$ cat src/rtl/mist_video_pkg.sv
// Shared definitions for the MiST video output stage: sync_mode encodings
// and the colour depth conversion used on every channel.
package mist_video_pkg;

   typedef enum logic [1:0] {
      SYNC_SEP     = 2'b00,
      SYNC_CS_HS   = 2'b01,
      SYNC_CS_BOTH = 2'b10,
      SYNC_SEP_ALT = 2'b11
   } sync_mode_t;

   // Right-aligned in_d-bit value in, right-aligned out_d-bit value out.
   // Output bit k (from the MSB) takes input bit k mod in_d, which gives MSB
   // replication when widening and plain truncation of the LSBs when narrowing.
   function automatic logic [7:0] depth_convert(input logic [7:0] x,
                                                input int         in_d,
                                                input int         out_d);
      logic [7:0] xl;
      logic [7:0] r;
      logic [2:0] idx;
      xl = x << (8 - in_d);
      r  = '0;
      for (int k = 0; k < 8; k++) begin
         if (k < out_d) begin
            idx = 3'(7 - (k % in_d));
            r   = {r[6:0], xl[idx]};
         end
      end
      return r;
   endfunction

endpackage

$ cat src/rtl/sync_pol_det.sv
// Sync polarity detector: measures high and low times of a sync signal and
// reports active-high when the high time is the shorter of the two.
module sync_pol_det #(
   parameter int CNT_W = 12
) (
   input  logic clk_sys,
   input  logic reset_n,
   input  logic ce,
   input  logic sync_in,
   output logic pol,
   output logic valid
);

   localparam logic [CNT_W-1:0] CNT_MAX = '1;
   localparam logic [CNT_W-1:0] CNT_ONE = CNT_W'(1);

   logic             sync_d_reg;
   logic             started_reg;
   logic             armed_reg;
   logic             have_hi_reg;
   logic             have_lo_reg;
   logic [CNT_W-1:0] cnt_reg;
   logic [CNT_W-1:0] hi_cnt_reg;
   logic [CNT_W-1:0] lo_cnt_reg;

   logic             edge_det;
   logic             rise;
   logic             fall;
   logic             have_hi_next;
   logic             have_lo_next;
   logic [CNT_W-1:0] hi_cnt_next;
   logic [CNT_W-1:0] lo_cnt_next;

   // The first cycle after reset only primes sync_d_reg, and the first real
   // edge only starts the counter: the interval before it is of unknown length.
   always_comb begin
      edge_det     = started_reg & (sync_in ^ sync_d_reg);
      rise         = edge_det & sync_in;
      fall         = edge_det & ~sync_in;
      hi_cnt_next  = hi_cnt_reg;
      lo_cnt_next  = lo_cnt_reg;
      have_hi_next = have_hi_reg;
      have_lo_next = have_lo_reg;
      if (armed_reg && fall) begin
         hi_cnt_next  = cnt_reg;
         have_hi_next = 1'b1;
      end
      if (armed_reg && rise) begin
         lo_cnt_next  = cnt_reg;
         have_lo_next = 1'b1;
      end
   end

   always_ff @(posedge clk_sys or negedge reset_n) begin
      if (!reset_n) begin
         sync_d_reg  <= 1'b0;
         started_reg <= 1'b0;
         armed_reg   <= 1'b0;
         have_hi_reg <= 1'b0;
         have_lo_reg <= 1'b0;
         cnt_reg     <= '0;
         hi_cnt_reg  <= '0;
         lo_cnt_reg  <= '0;
         pol         <= 1'b0;
         valid       <= 1'b0;
      end else begin
         sync_d_reg  <= sync_in;
         started_reg <= 1'b1;
         have_hi_reg <= have_hi_next;
         have_lo_reg <= have_lo_next;
         hi_cnt_reg  <= hi_cnt_next;
         lo_cnt_reg  <= lo_cnt_next;
         valid       <= have_hi_next & have_lo_next;
         if (edge_det) begin
            cnt_reg   <= CNT_ONE;
            armed_reg <= 1'b1;
            if (armed_reg && have_hi_next && have_lo_next) begin
               if (hi_cnt_next < lo_cnt_next)
                  pol <= 1'b1;
               else if (hi_cnt_next > lo_cnt_next)
                  pol <= 1'b0;
            end
         end else if (ce && cnt_reg != CNT_MAX) begin
            cnt_reg <= cnt_reg + CNT_ONE;
         end
      end
   end

endmodule

$ cat src/rtl/mist_video_out.sv
// Final MiST video output stage: sync polarity detection, delay matching,
// colour depth conversion and separate/composite sync generation.
// Optional build macro MIST_VIDEO_OUT_BLANK_EN forces colour to 0 during sync.
module mist_video_out
   import mist_video_pkg::*;
#(
   parameter int IN_DEPTH     = 6,
   parameter int OUT_DEPTH    = 6,
   parameter int PIPE_STAGES  = 2,
   parameter int H_CNT_W      = 12,
   parameter int V_CNT_W      = 10,
   parameter int SYNC_AND     = 0,
   parameter int OUT_SYNC_NEG = 1
) (
   input  logic                 clk_sys,
   input  logic                 reset_n,
   input  logic [1:0]           sync_mode,
   input  logic [IN_DEPTH-1:0]  R,
   input  logic [IN_DEPTH-1:0]  G,
   input  logic [IN_DEPTH-1:0]  B,
   input  logic                 HSync,
   input  logic                 VSync,
   output logic [OUT_DEPTH-1:0] VGA_R,
   output logic [OUT_DEPTH-1:0] VGA_G,
   output logic [OUT_DEPTH-1:0] VGA_B,
   output logic                 VGA_HS,
   output logic                 VGA_VS,
   output logic                 hs_pol,
   output logic                 vs_pol,
   output logic                 pol_locked
);

   localparam int   PW       = 3 * IN_DEPTH + 2;
   localparam logic SYNC_INV = (OUT_SYNC_NEG != 0);
   localparam logic CS_AND   = (SYNC_AND != 0);

   logic                 hs_act;
   logic                 vs_act;
   logic                 hs_act_d_reg;
   logic                 line_ce;
   logic                 h_valid;
   logic                 v_valid;
   logic [PW-1:0]        pipe_in;
   logic [PW-1:0]        pipe_out;
   logic                 d_hs;
   logic                 d_vs;
   logic                 cs_act;
   logic                 blank;
   logic                 hs_next;
   logic                 vs_next;
   logic [IN_DEPTH-1:0]  dly_rgb  [3];
   logic [OUT_DEPTH-1:0] rgb_next [3];

   // Normalised syncs: 1 = inside the pulse, whatever the input polarity.
   assign hs_act = HSync ^ ~hs_pol;
   assign vs_act = VSync ^ ~vs_pol;

   always_ff @(posedge clk_sys or negedge reset_n) begin
      if (!reset_n)
         hs_act_d_reg <= 1'b0;
      else
         hs_act_d_reg <= hs_act;
   end

   assign line_ce = hs_act & ~hs_act_d_reg;

   sync_pol_det #(.CNT_W(H_CNT_W)) u_h_det (
      .clk_sys (clk_sys),
      .reset_n (reset_n),
      .ce      (1'b1),
      .sync_in (HSync),
      .pol     (hs_pol),
      .valid   (h_valid)
   );

   sync_pol_det #(.CNT_W(V_CNT_W)) u_v_det (
      .clk_sys (clk_sys),
      .reset_n (reset_n),
      .ce      (line_ce),
      .sync_in (VSync),
      .pol     (vs_pol),
      .valid   (v_valid)
   );

   assign pol_locked = h_valid & v_valid;

   // Colour and normalised syncs share one delay line so they stay aligned.
   assign pipe_in = {R, G, B, hs_act, vs_act};

   generate
      if (PIPE_STAGES == 0) begin : g_no_dly
         assign pipe_out = pipe_in;
      end else begin : g_dly
         logic [PIPE_STAGES-1:0][PW-1:0] line_reg;
         always_ff @(posedge clk_sys or negedge reset_n) begin
            if (!reset_n) begin
               line_reg <= '0;
            end else begin
               line_reg[0] <= pipe_in;
               for (int i = 1; i < PIPE_STAGES; i++)
                  line_reg[i] <= line_reg[i-1];
            end
         end
         assign pipe_out = line_reg[PIPE_STAGES-1];
      end
   endgenerate

   assign d_hs = pipe_out[1];
   assign d_vs = pipe_out[0];

`ifdef MIST_VIDEO_OUT_BLANK_EN
   assign blank = d_hs | d_vs;
`else
   assign blank = 1'b0;
`endif

   genvar gi;
   generate
      for (gi = 0; gi < 3; gi++) begin : g_chan
         assign dly_rgb[gi]  = pipe_out[2 + (2 - gi) * IN_DEPTH +: IN_DEPTH];
         assign rgb_next[gi] = blank ? '0 :
            OUT_DEPTH'(depth_convert(8'(dly_rgb[gi]), IN_DEPTH, OUT_DEPTH));
      end
   endgenerate

   // sync_mode is deliberately not delayed: a change shows on the next update.
   always_comb begin
      cs_act  = CS_AND ? (d_hs | d_vs) : (d_hs ^ d_vs);
      hs_next = d_hs;
      vs_next = d_vs;
      case (sync_mode_t'(sync_mode))
         SYNC_CS_HS: begin
            hs_next = cs_act;
            vs_next = 1'b0;
         end
         SYNC_CS_BOTH: begin
            hs_next = cs_act;
            vs_next = cs_act;
         end
         default: begin
            hs_next = d_hs;
            vs_next = d_vs;
         end
      endcase
   end

   always_ff @(posedge clk_sys or negedge reset_n) begin
      if (!reset_n) begin
         VGA_R  <= '0;
         VGA_G  <= '0;
         VGA_B  <= '0;
         VGA_HS <= SYNC_INV;
         VGA_VS <= SYNC_INV;
      end else begin
         VGA_R  <= rgb_next[0];
         VGA_G  <= rgb_next[1];
         VGA_B  <= rgb_next[2];
         VGA_HS <= hs_next ^ SYNC_INV;
         VGA_VS <= vs_next ^ SYNC_INV;
      end
   end

endmodule

$ cat config.mk
export PLATFORM = sky130hd
export DESIGN_NAME = mist_video_out
export DESIGN_NICKNAME = d
export VERILOG_FILES = /design/src/rtl/mist_video_pkg.sv /design/src/rtl/sync_pol_det.sv /design/src/rtl/mist_video_out.sv
export SDC_FILE = /design/constraint.sdc
export NUM_CORES = 1
export LEC_CHECK = 0
export ABC_CLOCK_PERIOD_IN_PS = 7700
export BUFFER_PORTS_ARGS = -buffer_cell sky130_fd_sc_hd__buf_2
export CAP_MARGIN = 20
export CELL_PAD_IN_SITES_DETAIL_PLACEMENT = 0
export CELL_PAD_IN_SITES_GLOBAL_PLACEMENT = 1
export CORE_UTILIZATION = 30
export CTS_CLUSTER_SIZE = 20
export DETAILED_ROUTE_END_ITERATION = 8
export GPL_ROUTABILITY_DRIVEN = 1
export PLACE_DENSITY = 0.65
export REMOVE_ABC_BUFFERS = 1
export SETUP_SLACK_MARGIN = 0.05
export SLEW_MARGIN = 20
export SYNTH_ARGS = -nofsm -noshare
export SYNTH_HDL_FRONTEND = slang
export SYNTH_SLANG_ARGS = --single-unit
$ cat constraint.sdc
create_clock -name clk_sys -period 7.7 [get_ports clk_sys]
set_clock_uncertainty 0.15 [all_clocks]
set_input_delay 0.77 -clock clk_sys [delete_from_list [all_inputs] [get_ports clk_sys]]
set_output_delay 0.77 -clock clk_sys [all_outputs]
set_load 0.01 [all_outputs]
==> out/metrics.json <==
{
  "run_status": {
    "run_status": "complete, no violations"
  },
  "power": {
    "power-per-cell-area_nw_per_um2": 297,
    "design_power_total_uw": 1990,
    "seqPwrFrac_pct": 44.7,
    "pwr-share-comb_pct": 14.7,
    "total_switching_power_uw": 518,
    "power_report.internal_total_uw": 1470,
    "power.static_leakage_uw": 0.00323,
    "worst_ir_drop_vdd_uv": 131,
    "power.share.switching_pct": 26.1,
    "p_clk_share_pct": 40.6
  },
  "timing": {
    "timing_hold_violations_final": 0,
    "max_slew.worst_pin.slew_ns": 0.867,
    "finalSetupViolCount": 0,
    "setup_tns_ns": 0,
    "post_layout_min_period_ns": 3.33,
    "final_max_slew_viol_count": 0,
    "max_freq_mhz": 300,
    "grt_setup_unrepaired": "false",
    "slew-limit-headroom_pct": 41.9,
    "layout_worst_path_cycle_share_pct": 43.3
  },
  "global_route": {
    "global_route.overflow_total": 0,
    "vias_in_the_first_global_route": 3561,
    "track_usage_pct": 11.8,
    "grt_first_pass_wirelength_um": 17900,
    "antenna_found_initial": 0,
    "largest_net_degree_at_the_start_of_global_routing": 81
  },
  "yosys": {
    "synth_compound_gate_area_share_pct": 8.66,
    "synth_adder_area_share_pct": 5.56,
    "yosys_warnings": 0,
    "synth_simple_gate_area_share_pct": 8.46,
    "post_synth_edffs": 0,
    "synthDominantAreaCellType": "sky130_fd_sc_hd__dfrtp_1",
    "post_synth_xor_area_fraction_pct": 0.935,
    "synthArstFlopShare_pct": 100,
    "syn_area_um2": 5620,
    "synth_seq_area_share_pct": 61.9,
    "synth_area_per_cell_um2": 13.5,
    "netlist_top_cells_area": "sky130_fd_sc_hd__dfrtp_1 (61%), sky130_fd_sc_hd__mux2_2 (8.2%), sky130_fd_sc_hd__ha_1 (5.6%), sky130_fd_sc_hd__mux2i_1 (4.1%), sky130_fd_sc_hd__nand2_1 (1.6%)",
    "synthMostInstantiatedCell": "sky130_fd_sc_hd__dfrtp_1",
    "post_synth_inst_count": 417,
    "yosysUniqueCellTypes": 54,
    "synth_flop_cell": "sky130_fd_sc_hd__dfrtp_1",
    "largest_family_of_logic_cells_by_synthesized_area": "multiplexers",
    "netlist.area_leader.share_pct": 61.0,
    "synthMuxAreaShare_pct": 12.3,
    "synth-seq-cells": 139,
    "synth.cells.most_frequent": "sky130_fd_sc_hd__dfrtp_1 (137), sky130_fd_sc_hd__mux2_2 (41), sky130_fd_sc_hd__ha_1 (25)"
  },
  "critical_path": {
    "startpoint_type": "primary input",
    "worstSetupPathType": "in2reg",
    "worstPathRequired_ns": 7.86,
    "crit_path_top_delay_cell": "sky130_fd_sc_hd__nand3_2",
    "critical_path_arrival_ns": 3.49,
    "worstPathMaxFanout": 25,
    "number_of_buffers_and_inverters_on_the_critical_path": 1,
    "crit_chain": "buf_2, xor2_1, and2_1, nand3_2, mux2i_1, ha_1, a21oi_1, nand2_1, a211o_1, o31ai_1",
    "cpLargestDelayFamily": "simple AND/OR/NAND/NOR gates",
    "maximum_single_stage_delay_on_the_critical_path_ns": 0.59,
    "end_kind": "flip-flop"
  },
  "detailed_routing": {
    "route.antenna.remaining_nets": 0,
    "wirelength_um": 10300,
    "met2RoutedLength_um": 5050,
    "remaining_drc_errors": 0,
    "vias_per_cell": 4.79,
    "wirelength_met1_um": 4810,
    "avg_wl_per_cell_um": 14.6,
    "via_count": 3402,
    "drtPass1Iterations": 6,
    "route.met3.wl_um": 367,
    "drt-initial-drc-count": 163,
    "route.top_layer_used": "met4"
  },
  "cts": {
    "cts_htree_levels": 4,
    "cts.path.max_buffers": 2,
    "cts-hold-fix-buffers": 0,
    "cts_inserted_buffers": 17,
    "clock_insertion_delay_worst_skew_ns": 0.41,
    "cts_resized": 0,
    "post-cts-setup-buffers": 0,
    "clk_transition_reported_paths_ns": 0.06,
    "cts_tree": "built",
    "clockRootBuffer": "sky130_fd_sc_hd__clkbuf_16",
    "clkSinkCount": 139
  },
  "finish": {
    "layout.cell_area.non_filler_um2": 6680,
    "final_net_count": 517,
    "fillCellCount": 1749,
    "finish.cell_count_without_fillers": 710,
    "syn2layout_area_growth_pct": 18.9,
    "drive_gt1_share_pct": 27.2,
    "postLayoutCoreUtil_pct": 36.8,
    "antenna_cells": 0
  },
  "die": {
    "rows": 49,
    "boundaryPins": 47,
    "die-height_um": 139,
    "core_area_um2": 18100,
    "die_w_um": 139,
    "initial_utilization_pct": 31.0,
    "die-area_um2": 19300
  },
  "placement": {
    "place.gp.congestion": 0.750,
    "hpwlAfterDp_um": 6990,
    "place_inst": 678,
    "placement.cell_area_um2": 6090,
    "io_buffer_count": 46
  },
  "run": {
    "drv_cap": 0
  },
  "hold_path": {
    "min-delay-path-class": "reg2reg"
  }
}
-- cells in the final DEF, fill, tap and decap left out, types with 4 or more instances in the layout --
cell	instances
sky130_fd_sc_hd__buf_2	45
sky130_fd_sc_hd__nand2b_1	5
sky130_fd_sc_hd__o21ai_0	13
sky130_fd_sc_hd__nor3_1	4
sky130_fd_sc_hd__ha_1	25
sky130_fd_sc_hd__xnor2_1	4
sky130_fd_sc_hd__clkinvlp_4	4
sky130_fd_sc_hd__and3_1	7
sky130_fd_sc_hd__nand3_1	10
sky130_fd_sc_hd__a2111o_1	5
sky130_fd_sc_hd__dfrtp_1	137
sky130_fd_sc_hd__mux2_2	41
sky130_fd_sc_hd__inv_1	12
sky130_fd_sc_hd__nor2_1	4
sky130_fd_sc_hd__a21oi_1	17
sky130_fd_sc_hd__nand4_1	8
sky130_fd_sc_hd__nand2_1	24
sky130_fd_sc_hd__mux2i_1	23
sky130_fd_sc_hd__clkbuf_16	17
-- kinds of logic (layout without fill, tap and decap cells) --
family / count (synthesis) / in the layout
other: 1 / 1
AND/OR/NAND/NOR: 84 / 84
multiplexers: 64 / 64
XOR/XNOR: 6 / 6
buffers and inverters: 28 / 92
adder cells (fa/ha/maj): 25 / 25
AO/OA/AOI/OAI: 70 / 70
flip-flops: 139 / 139
-- worst paths after layout --
| path | startpoint | to | slack [ns] | cells after the start |
|---|---|---|---|---|
| max | HSync | u_h_det.pol | 4.37 | 10 |
| min | pipe_out[12] | VGA_G[4] | 0.19 | 0 |
| max reg2reg | u_h_det.sync_d_reg | u_h_det.pol | 4.46 | 9 |
| min reg2reg | pipe_out[12] | VGA_G[4] | 0.19 | 0 |
| max in group asynchronous | reset_n | u_v_det.lo_cnt_reg[4] | 5.87 | 2 |
| min in group asynchronous | reset_n | VGA_B[3] | 0.25 | 1 |
-- metal layers --
metal,GRT usage [%],vias up
li1,-,1624
met1,14.7,1713
met2,19.3,58
met3,3.66,7
met4,4.33,0
met5,0,-
-- power by group through the flow --
stage	clock network (uW)	logic, uW	registers [uW]
finish	806	292	888
global route	866	333	900
CTS	832	297	889
detailed placement	0	296	902
global placement	0	290	899
floorplan	0	204	885
-- layout make-up --
| type | count | area, um2 | area share [%] |
|---|---|---|---|
| Sequential cell | 139 | 3480 | 52.1 |
| Multi-Input combinational cell | 250 | 2030 | 30.3 |
| Clock buffer | 22 | 474 | 7.09 |
| Tap cell | 229 | 287 | 4.29 |
| Timing Repair Buffer | 48 | 251 | 3.76 |
| Clock inverter | 10 | 118 | 1.76 |
| Inverter | 12 | 45.0 | 0.674 |
-- stage by stage --
| stage | hold slack, ns | setup slack (ns) |
|---|---|---|
| after CTS | 0.197 | 4.22 |
| after global routing | 0.200 | 4.07 |
| after detailed placement | 0.185 | 3.81 |
| final | 0.191 | 4.37 |
| after floorplan | 0.181 | 4.44 |
| after global placement | 0.181 | 3.82 |
-- worst register-to-register path, stage by stage, from the launching register on --
cell,delay (ns)
sky130_fd_sc_hd__dfrtp_1,0.41
sky130_fd_sc_hd__xor2_1,0.23
sky130_fd_sc_hd__and2_1,0.36
sky130_fd_sc_hd__nand3_2,0.59
sky130_fd_sc_hd__mux2i_1,0.36
sky130_fd_sc_hd__ha_1,0.28
sky130_fd_sc_hd__a21oi_1,0.16
sky130_fd_sc_hd__nand2_1,0.07
sky130_fd_sc_hd__a211o_1,0.30
sky130_fd_sc_hd__o31ai_1,0.24
No activity file was read; power rests on OpenSTA's default activity.
